--- config.mk ---
export PLATFORM = sky130hd
export DESIGN_NAME = result_collector
export DESIGN_NICKNAME = d
export VERILOG_FILES = /design/src/rtl/result_collector_pkg.sv /design/src/rtl/result_collector_fifo.sv /design/src/rtl/result_collector.sv
export SDC_FILE = /design/constraint.sdc
export NUM_CORES = 1
export LEC_CHECK = 0
export BUFFER_PORTS_ARGS = -buffer_cell sky130_fd_sc_hd__buf_2
export CORE_MARGIN = 4
export CORE_UTILIZATION = 55
export CTS_CLUSTER_DIAMETER = 150
export DETAILED_ROUTE_END_ITERATION = 8
export HOLD_SLACK_MARGIN = 0.08
export PLACE_DENSITY_LB_ADDON = 0.05
export RECOVER_POWER = 25
export SETUP_SLACK_MARGIN = 0.1
export SYNTH_ARGS = -nofsm -noshare
export SYNTH_HDL_FRONTEND = slang
export SYNTH_SLANG_ARGS = --single-unit
export TNS_END_PERCENT = 5
--- constraint.sdc ---
create_clock -name clk -period 4.4 [get_ports clk]
set_clock_uncertainty 0.15 [all_clocks]
set_input_delay 0.66 -clock clk [delete_from_list [all_inputs] [get_ports clk]]
set_output_delay 0.66 -clock clk [all_outputs]
set_load 0.005 [all_outputs]
--- src/rtl/result_collector_pkg.sv ---
`default_nettype none
// +------------------------------------------------------------------+
// | Module  : Definitions (package)                                  |
// | Brief   : Shared types for the processor-control result path.    |
// | Rev     : 1.0  initial result collector types                    |
// +------------------------------------------------------------------+
package Definitions;

  localparam int NUM_PROCESSORS = 4;
  localparam int MAX_N          = 8;
  localparam int RESULT_W       = 16;

  typedef logic [RESULT_W-1:0] result_word_t;

  typedef enum logic [1:0] {
    ST_IDLE    = 2'd0,
    ST_COLLECT = 2'd1,
    ST_DRAIN   = 2'd2
  } collector_state_e;

  typedef struct packed {
    logic [3:0] count;
    logic       full;
    logic       empty;
    logic       overflow;
    logic       frame_done;
  } RESULT_COLLECTOR_STATUS;

  typedef struct packed {
    logic       push_result;
    logic [1:0] processor_number;
    logic       rst_FIFO_out;
  } PROCESSORS_CONTROL_SIGNALS;

  // Out-of-range frame lengths collapse to a full buffer.
  function automatic logic [3:0] clamp_len(input logic [3:0] n, input logic [3:0] depth);
    return ((n == 4'd0) || (n > depth)) ? depth : n;
  endfunction

endpackage
`default_nettype wire

--- src/rtl/result_collector_fifo.sv ---
`default_nettype none
// +------------------------------------------------------------------+
// | Module  : result_fifo                                            |
// | Brief   : Synchronous FIFO of {last, data} with registered flags.|
// | Rev     : 1.0  initial release                                   |
// +------------------------------------------------------------------+
module result_fifo #(
  parameter int DATA_W = 16,
  parameter int DEPTH  = 8
) (
  input  logic              clk,
  input  logic              reset,
  input  logic              clear,
  input  logic              wr_en,
  input  logic [DATA_W-1:0] wr_data,
  input  logic              wr_last,
  input  logic              rd_ready,
  output logic [DATA_W-1:0] rd_data,
  output logic              rd_last,
  output logic              rd_valid,
  output logic [3:0]        count,
  output logic              full,
  output logic              empty
);

  localparam int         c_aw    = $clog2(DEPTH);
  localparam logic [3:0] c_depth = 4'(DEPTH);

  logic [DATA_W:0]   r_mem [DEPTH];
  logic [c_aw-1:0]   r_wr_ptr;
  logic [c_aw-1:0]   r_rd_ptr;
  logic [3:0]        r_count;
  logic              r_full;
  logic              r_empty;
  logic [3:0]        w_count_nxt;
  logic              w_push;
  logic              w_pop;

  // A full buffer refuses the write even if a pop frees a slot this cycle.
  assign w_push = wr_en && !r_full;
  assign w_pop  = rd_ready && !r_empty;

  always_comb begin
    w_count_nxt = r_count;
    if (w_push && !w_pop)
      w_count_nxt = r_count + 4'd1;
    else if (!w_push && w_pop)
      w_count_nxt = r_count - 4'd1;
  end

  always_ff @(posedge clk or negedge reset) begin
    if (!reset) begin
      r_wr_ptr <= '0;
      r_rd_ptr <= '0;
      r_count  <= '0;
      r_full   <= 1'b0;
      r_empty  <= 1'b1;
    end else if (clear) begin
      r_wr_ptr <= '0;
      r_rd_ptr <= '0;
      r_count  <= '0;
      r_full   <= 1'b0;
      r_empty  <= 1'b1;
    end else begin
      if (w_push) r_wr_ptr <= r_wr_ptr + c_aw'(1);
      if (w_pop)  r_rd_ptr <= r_rd_ptr + c_aw'(1);
      r_count <= w_count_nxt;
      r_full  <= (w_count_nxt == c_depth);
      r_empty <= (w_count_nxt == 4'd0);
    end
  end

  always_ff @(posedge clk) begin
    if (w_push && !clear)
      r_mem[r_wr_ptr] <= {wr_last, wr_data};
  end

  assign rd_valid = !r_empty;
  assign rd_data  = r_empty ? '0   : r_mem[r_rd_ptr][DATA_W-1:0];
  assign rd_last  = r_empty ? 1'b0 : r_mem[r_rd_ptr][DATA_W];
  assign count    = r_count;
  assign full     = r_full;
  assign empty    = r_empty;

endmodule
`default_nettype wire

--- src/rtl/result_collector.sv ---
`default_nettype none
// +------------------------------------------------------------------+
// | Module  : result_collector                                       |
// | Brief   : Captures selected PE results into a framed output FIFO.|
// | Rev     : 1.0  initial release                                   |
// +------------------------------------------------------------------+
module result_collector
  import Definitions::*;
#(
  parameter int DATA_W = RESULT_W,
  parameter int DEPTH  = MAX_N
) (
  input  logic                             clk,
  input  logic                             reset,
  input  logic                             rst_fifo_out,
  input  logic                             push_result,
  input  logic [1:0]                       processor_number,
  input  logic [NUM_PROCESSORS*DATA_W-1:0] proc_result,
  input  logic [3:0]                       n_len,
  output logic [DATA_W-1:0]                out_data,
  output logic                             out_valid,
  input  logic                             out_ready,
  output logic                             out_last,
  output logic [3:0]                       count,
  output logic                             full,
  output logic                             empty,
  output logic                             overflow,
  output logic                             frame_done
);

  localparam logic [1:0] S_IDLE    = ST_IDLE;
  localparam logic [1:0] S_COLLECT = ST_COLLECT;
  localparam logic [1:0] S_DRAIN   = ST_DRAIN;
  localparam logic [3:0] c_depth   = 4'(DEPTH);

  PROCESSORS_CONTROL_SIGNALS w_ctrl;
  RESULT_COLLECTOR_STATUS    w_status;

  logic [DATA_W-1:0] w_lane [NUM_PROCESSORS];
  logic [DATA_W-1:0] w_sel;
  logic [1:0]        r_state;
  logic [3:0]        r_n;
  logic [3:0]        r_wr_cnt;
  logic              r_overflow;
  logic              r_frame_done;
  logic [3:0]        w_n_new;
  logic              w_len_bad;
  logic [3:0]        w_cnt_inc;
  logic              w_accept;
  logic              w_wr_last;
  logic              w_ovf_set;
  logic              w_pop_last;
  logic [3:0]        w_fifo_count;
  logic              w_fifo_full;
  logic              w_fifo_empty;

  assign w_ctrl = '{push_result:      push_result,
                    processor_number: processor_number,
                    rst_FIFO_out:     rst_fifo_out};

  for (genvar gi = 0; gi < NUM_PROCESSORS; gi++) begin : g_lane
    assign w_lane[gi] = proc_result[gi*DATA_W +: DATA_W];
  end
  assign w_sel = w_lane[w_ctrl.processor_number];

  assign w_n_new    = clamp_len(n_len, c_depth);
  assign w_len_bad  = (n_len == 4'd0) || (n_len > c_depth);
  assign w_cnt_inc  = r_wr_cnt + 4'd1;
  assign w_pop_last = out_valid && out_ready && out_last;
  assign w_accept   = w_ctrl.push_result && !w_fifo_full && (r_state != S_DRAIN);

  always_comb begin
    w_wr_last = 1'b0;
    w_ovf_set = 1'b0;
    if (w_ctrl.push_result) begin
      if (w_fifo_full || (r_state == S_DRAIN))
        w_ovf_set = 1'b1;
      else if (r_state == S_IDLE)
        w_ovf_set = w_len_bad;
    end
    if (r_state == S_IDLE)
      w_wr_last = (w_n_new == 4'd1);
    else
      w_wr_last = (w_cnt_inc == r_n);
  end

  always_ff @(posedge clk or negedge reset) begin
    if (!reset) begin
      r_state      <= S_IDLE;
      r_n          <= '0;
      r_wr_cnt     <= '0;
      r_overflow   <= 1'b0;
      r_frame_done <= 1'b0;
    end else if (w_ctrl.rst_FIFO_out) begin
      r_state      <= S_IDLE;
      r_n          <= '0;
      r_wr_cnt     <= '0;
      r_overflow   <= 1'b0;
      r_frame_done <= 1'b0;
    end else begin
      r_frame_done <= w_pop_last;
      if (w_ovf_set)
        r_overflow <= 1'b1;
      case (r_state)
        S_IDLE: begin
          if (w_accept) begin
            r_n      <= w_n_new;
            r_wr_cnt <= 4'd1;
            r_state  <= (w_n_new == 4'd1) ? S_DRAIN : S_COLLECT;
          end
        end
        S_COLLECT: begin
          if (w_accept) begin
            r_wr_cnt <= w_cnt_inc;
            if (w_cnt_inc == r_n)
              r_state <= S_DRAIN;
          end
        end
        S_DRAIN: begin
          if (w_pop_last)
            r_state <= S_IDLE;
        end
        default: r_state <= S_IDLE;
      endcase
    end
  end

  result_fifo #(
    .DATA_W (DATA_W),
    .DEPTH  (DEPTH)
  ) u_fifo (
    .clk      (clk),
    .reset    (reset),
    .clear    (w_ctrl.rst_FIFO_out),
    .wr_en    (w_accept),
    .wr_data  (w_sel),
    .wr_last  (w_wr_last),
    .rd_ready (out_ready),
    .rd_data  (out_data),
    .rd_last  (out_last),
    .rd_valid (out_valid),
    .count    (w_fifo_count),
    .full     (w_fifo_full),
    .empty    (w_fifo_empty)
  );

  assign w_status = '{count:      w_fifo_count,
                      full:       w_fifo_full,
                      empty:      w_fifo_empty,
                      overflow:   r_overflow,
                      frame_done: r_frame_done};

  assign count      = w_status.count;
  assign full       = w_status.full;
  assign empty      = w_status.empty;
  assign overflow   = w_status.overflow;
  assign frame_done = w_status.frame_done;

endmodule
`default_nettype wire
==> impl_metrics.csv <==
group,metric,value,unit
logic_synthesis,async_flop_share,15.0,%
floorplan,die_area,14600,um2
logic_synthesis,yosys-top-cells-area,"edfxtp_1 (58%), mux4_2 (16%), dfrtp_1 (8.2%), mux2i_1 (2.4%), nor2_1 (1.8%)",
global_route,globalRouteTotalUtil,20.4,%
timing,drv_slew,0,
timing,fin_crit_sh,75.6,%
power_and_ir_drop,p_switching,0.000891,W
clock_network,cts_max_level,4,
timing,rsz0062_at_grt,"no",
worst_setup_path,end_kind,"primary output",
logic_synthesis,synth_edf_count,136,
power_and_ir_drop,p_int,0.00278,W
worst_setup_path,required,3.59,ns
global_route,grt_pass1_vias,4017,
logic_synthesis,synth_fp_nets,473,
place,gp_congestion,0.797,
floorplan,die_h,121,um
clock_network,cts_tree,"built",
timing,fmax,301,MHz
global_route,antenna_found_initial,0,
power_and_ir_drop,combPwrFrac,15.0,%
routing,vias,3920,
clock_network,numCtsBuffers,17,
logic_synthesis,ys_warn_count,0,
floorplan,die_width,121,um
power_and_ir_drop,leakagePower,2.92,nW
routing,wire_per_inst,20.5,um
power_and_ir_drop,seqPwrFrac,50.0,%
timing,tightest_slew,1.42,ns
power_and_ir_drop,irDropWorstVdd,0.000267,V
worst_setup_path,arrival,2.52,ns
logic_synthesis,synth_ff_type,"edfxtp_1",
logic_synthesis,synth_top_area_share,58.3,%
min_path,hold_path_class,"flop to flop",
logic_synthesis,netlist-cell-type-count,51,
logic_synthesis,synth_common_cells,"edfxtp_1 (136), mux4_2 (50), nor2_1 (33)",
logic_synthesis,post-synth-top-area-cell,"edfxtp_1",
floorplan,fp-row-count,40,
routing,drt-total-wl,14.0,mm
power_and_ir_drop,clkPwrFrac,35.0,%
timing,setup_viol,0,
place,place_inst,652,
logic_synthesis,yosysMostFrequentCell,"edfxtp_1",
power_and_ir_drop,switching_share,24.3,%
power_and_ir_drop,powerDensity,446,nW/um2
place,dp_hpwl,9.33,mm
clock_network,post_cts.repair.setup_buffers,0,
final_layout,nNetsFinal,584,
worst_setup_path,path_max_fanout,24,
routing,drcViolationCount,0,
clock_network,cts_resized,0,
final_layout,antennaDiodeCount,0,
routing,via_per_inst,5.74,
global_route,grt_overflow_total,0,
timing,slew_headroom,5.35,%
routing,postRouteAntennaNets,0,
worst_setup_path,path_class,"flop to primary output",
job,maxCapViolCount,0,
routing,first_pass_iters,5,
logic_synthesis,synth_seq_cells,160,
clock_network,cts_sinks,160,
logic_synthesis,yosysSeqAreaShare,66.9,%
timing,period_needed,3.33,ns
final_layout,syn_to_final_growth,17.4,%
global_route,grt_max_degree,29,
floorplan,core,12300,um2
routing,drt_iter0_markers,294,
clock_network,clock_path_buffers,2,
place,place_area,7720,um2
run_status,status,"complete, no violations",
timing,final.setup.tns,0,ns
final_layout,stdcell_area,8220,um2
final_layout,drive_above_1_share,38.8,%
timing,hold_viol,0,
final_layout,instances_no_fill,683,
logic_synthesis,synth.avg_cell_area,17.8,um2
worst_setup_path,worst_setup_path_start_kind,"flop",
clock_network,clk_pin_slew,0.06,ns
global_route,grt_pass1_wl,21.9,mm
floorplan,start_util,57.1,%
floorplan,pin_count,101,
place,io_buffers,100,
logic_synthesis,synthCells,393,
clock_network,root_buffer,"clkbuf_16",
logic_synthesis,synth_area,7000,um2
clock_network,clock_latency,0.42,ns
-- sequential cells by signal, summed over array words and instances, names as in the netlist, 2 cells and up --
signal,flops
r_n,4
u_fifo.r_rd_ptr,3
u_fifo.r_wr_ptr,3
r_wr_cnt,4
r_state,2
u_fifo.count,4
u_fifo.r_mem,136
-- final timing paths --
check,from,cells past startpoint,endpoint,slack [ns]
setup / recovery,u_fifo.r_rd_ptr[0],5,out_data[14],1.07
hold / removal,overflow,2,overflow,0.36
setup reg to reg,r_state[0],4,u_fifo.r_mem[0][11],1.65
hold reg to reg,overflow,2,overflow,0.36
max in group asynchronous,reset,2,u_fifo.r_rd_ptr[0],2.36
min in group asynchronous,reset,2,u_fifo.r_wr_ptr[0],0.89
-- cell usage in the layout (no fill, tap or decap), types with 2 or more instances in the layout --
cell type | netlist | layout
edfxtp_1 | 136 | 136
buf_2 | 7 | 97
mux4_2 | 50 | 50
nor2_1 | 33 | 31
dfrtp_1 | 23 | 22
mux2i_1 | 17 | 17
clkbuf_16 | 0 | 17
nand2_1 | 15 | 15
a21oi_1 | 13 | 13
buf_4 | 3 | 13
xnor2_1 | 9 | 9
o21ai_0 | 9 | 9
xor2_1 | 6 | 6
clkinv_1 | 0 | 6
inv_1 | 5 | 5
nor3_2 | 2 | 5
nand3_1 | 5 | 5
ha_1 | 5 | 5
clkbuf_1 | 8 | 5
nand3b_1 | 4 | 4
nor3_1 | 7 | 4
nor2b_1 | 1 | 3
nand2b_1 | 2 | 3
clkinv_2 | 0 | 3
nor2_2 | 0 | 2
nor4_2 | 0 | 2
nor4b_2 | 1 | 2
-- kinds of logic after synthesis --
| kind of cell | Yosys count | share of synthesized area [%] |
|---|---|---|
| adders and majority gates | 5 | 0.893 |
| and+or+nand+nor | 84 | 6.41 |
| xor gates and xnor gates | 15 | 1.88 |
| DFF | 160 | 66.9 |
| AOI/OAI and AO/OA | 34 | 3.13 |
| buffers and inverters | 27 | 2.09 |
| muxes | 68 | 18.7 |
-- power by group through the flow --
stage,Sequential (W),Combinational [W],Clock (W)
final,0.00183,0.000549,0.00128
after global routing,0.00185,0.000605,0.00138
after CTS,0.00184,0.000561,0.00131
after detailed placement,0.00187,0.000558,0
after global placement,0.00187,0.000546,0
after floorplan,0.00179,0.000449,0
-- layer usage --
metal	vias to the layer above	wire length [um]	GRT usage (%)
met1	1968	5850	27.2
met3	15	910	4.48
met2	149	7070	33.2
met5	-	0	0
li1	1788	-	-
met4	0	195	7.51
-- final cells by class --
cell class | count | area, um2
clock inverter | 11 | 75.1
tap | 168 | 210
multi-input combinational | 206 | 2190
fill | 862 | 4040
timing repair buffer | 114 | 604
inverter | 5 | 18.8
clock buffer | 19 | 433
sequential | 160 | 4690
-- worst max-delay path, stage by stage, from the launching register on --
cell	delay [ns]
dfrtp_2	0.86
buf_4	0.32
mux4_2	0.53
mux2i_1	0.15
nor2_1	0.06
buf_2	0.17
-- what timing repair did --
action | in CTS | in global routing
hold buffers | 1 | 0
endpoints found under the setup margin | 0 | 0
endpoints found under the hold margin | 23 | 0
-- stage by stage --
step / power [W] / utilization (%) / setup slack (ns) / hold WS (ns)
floorplan: 0.00224 / - / 0.981 / 0.214
global placement: 0.00241 / 63.0 / 1.47 / 0.347
detailed placement: 0.00243 / 63.0 / 1.48 / 0.355
CTS: 0.00371 / 67.2 / 1.02 / 0.360
global route: 0.00383 / 67.0 / 0.831 / 0.363
finish: 0.00367 / 67.0 / 1.07 / 0.360
No activity file was read; power rests on OpenSTA's default activity.
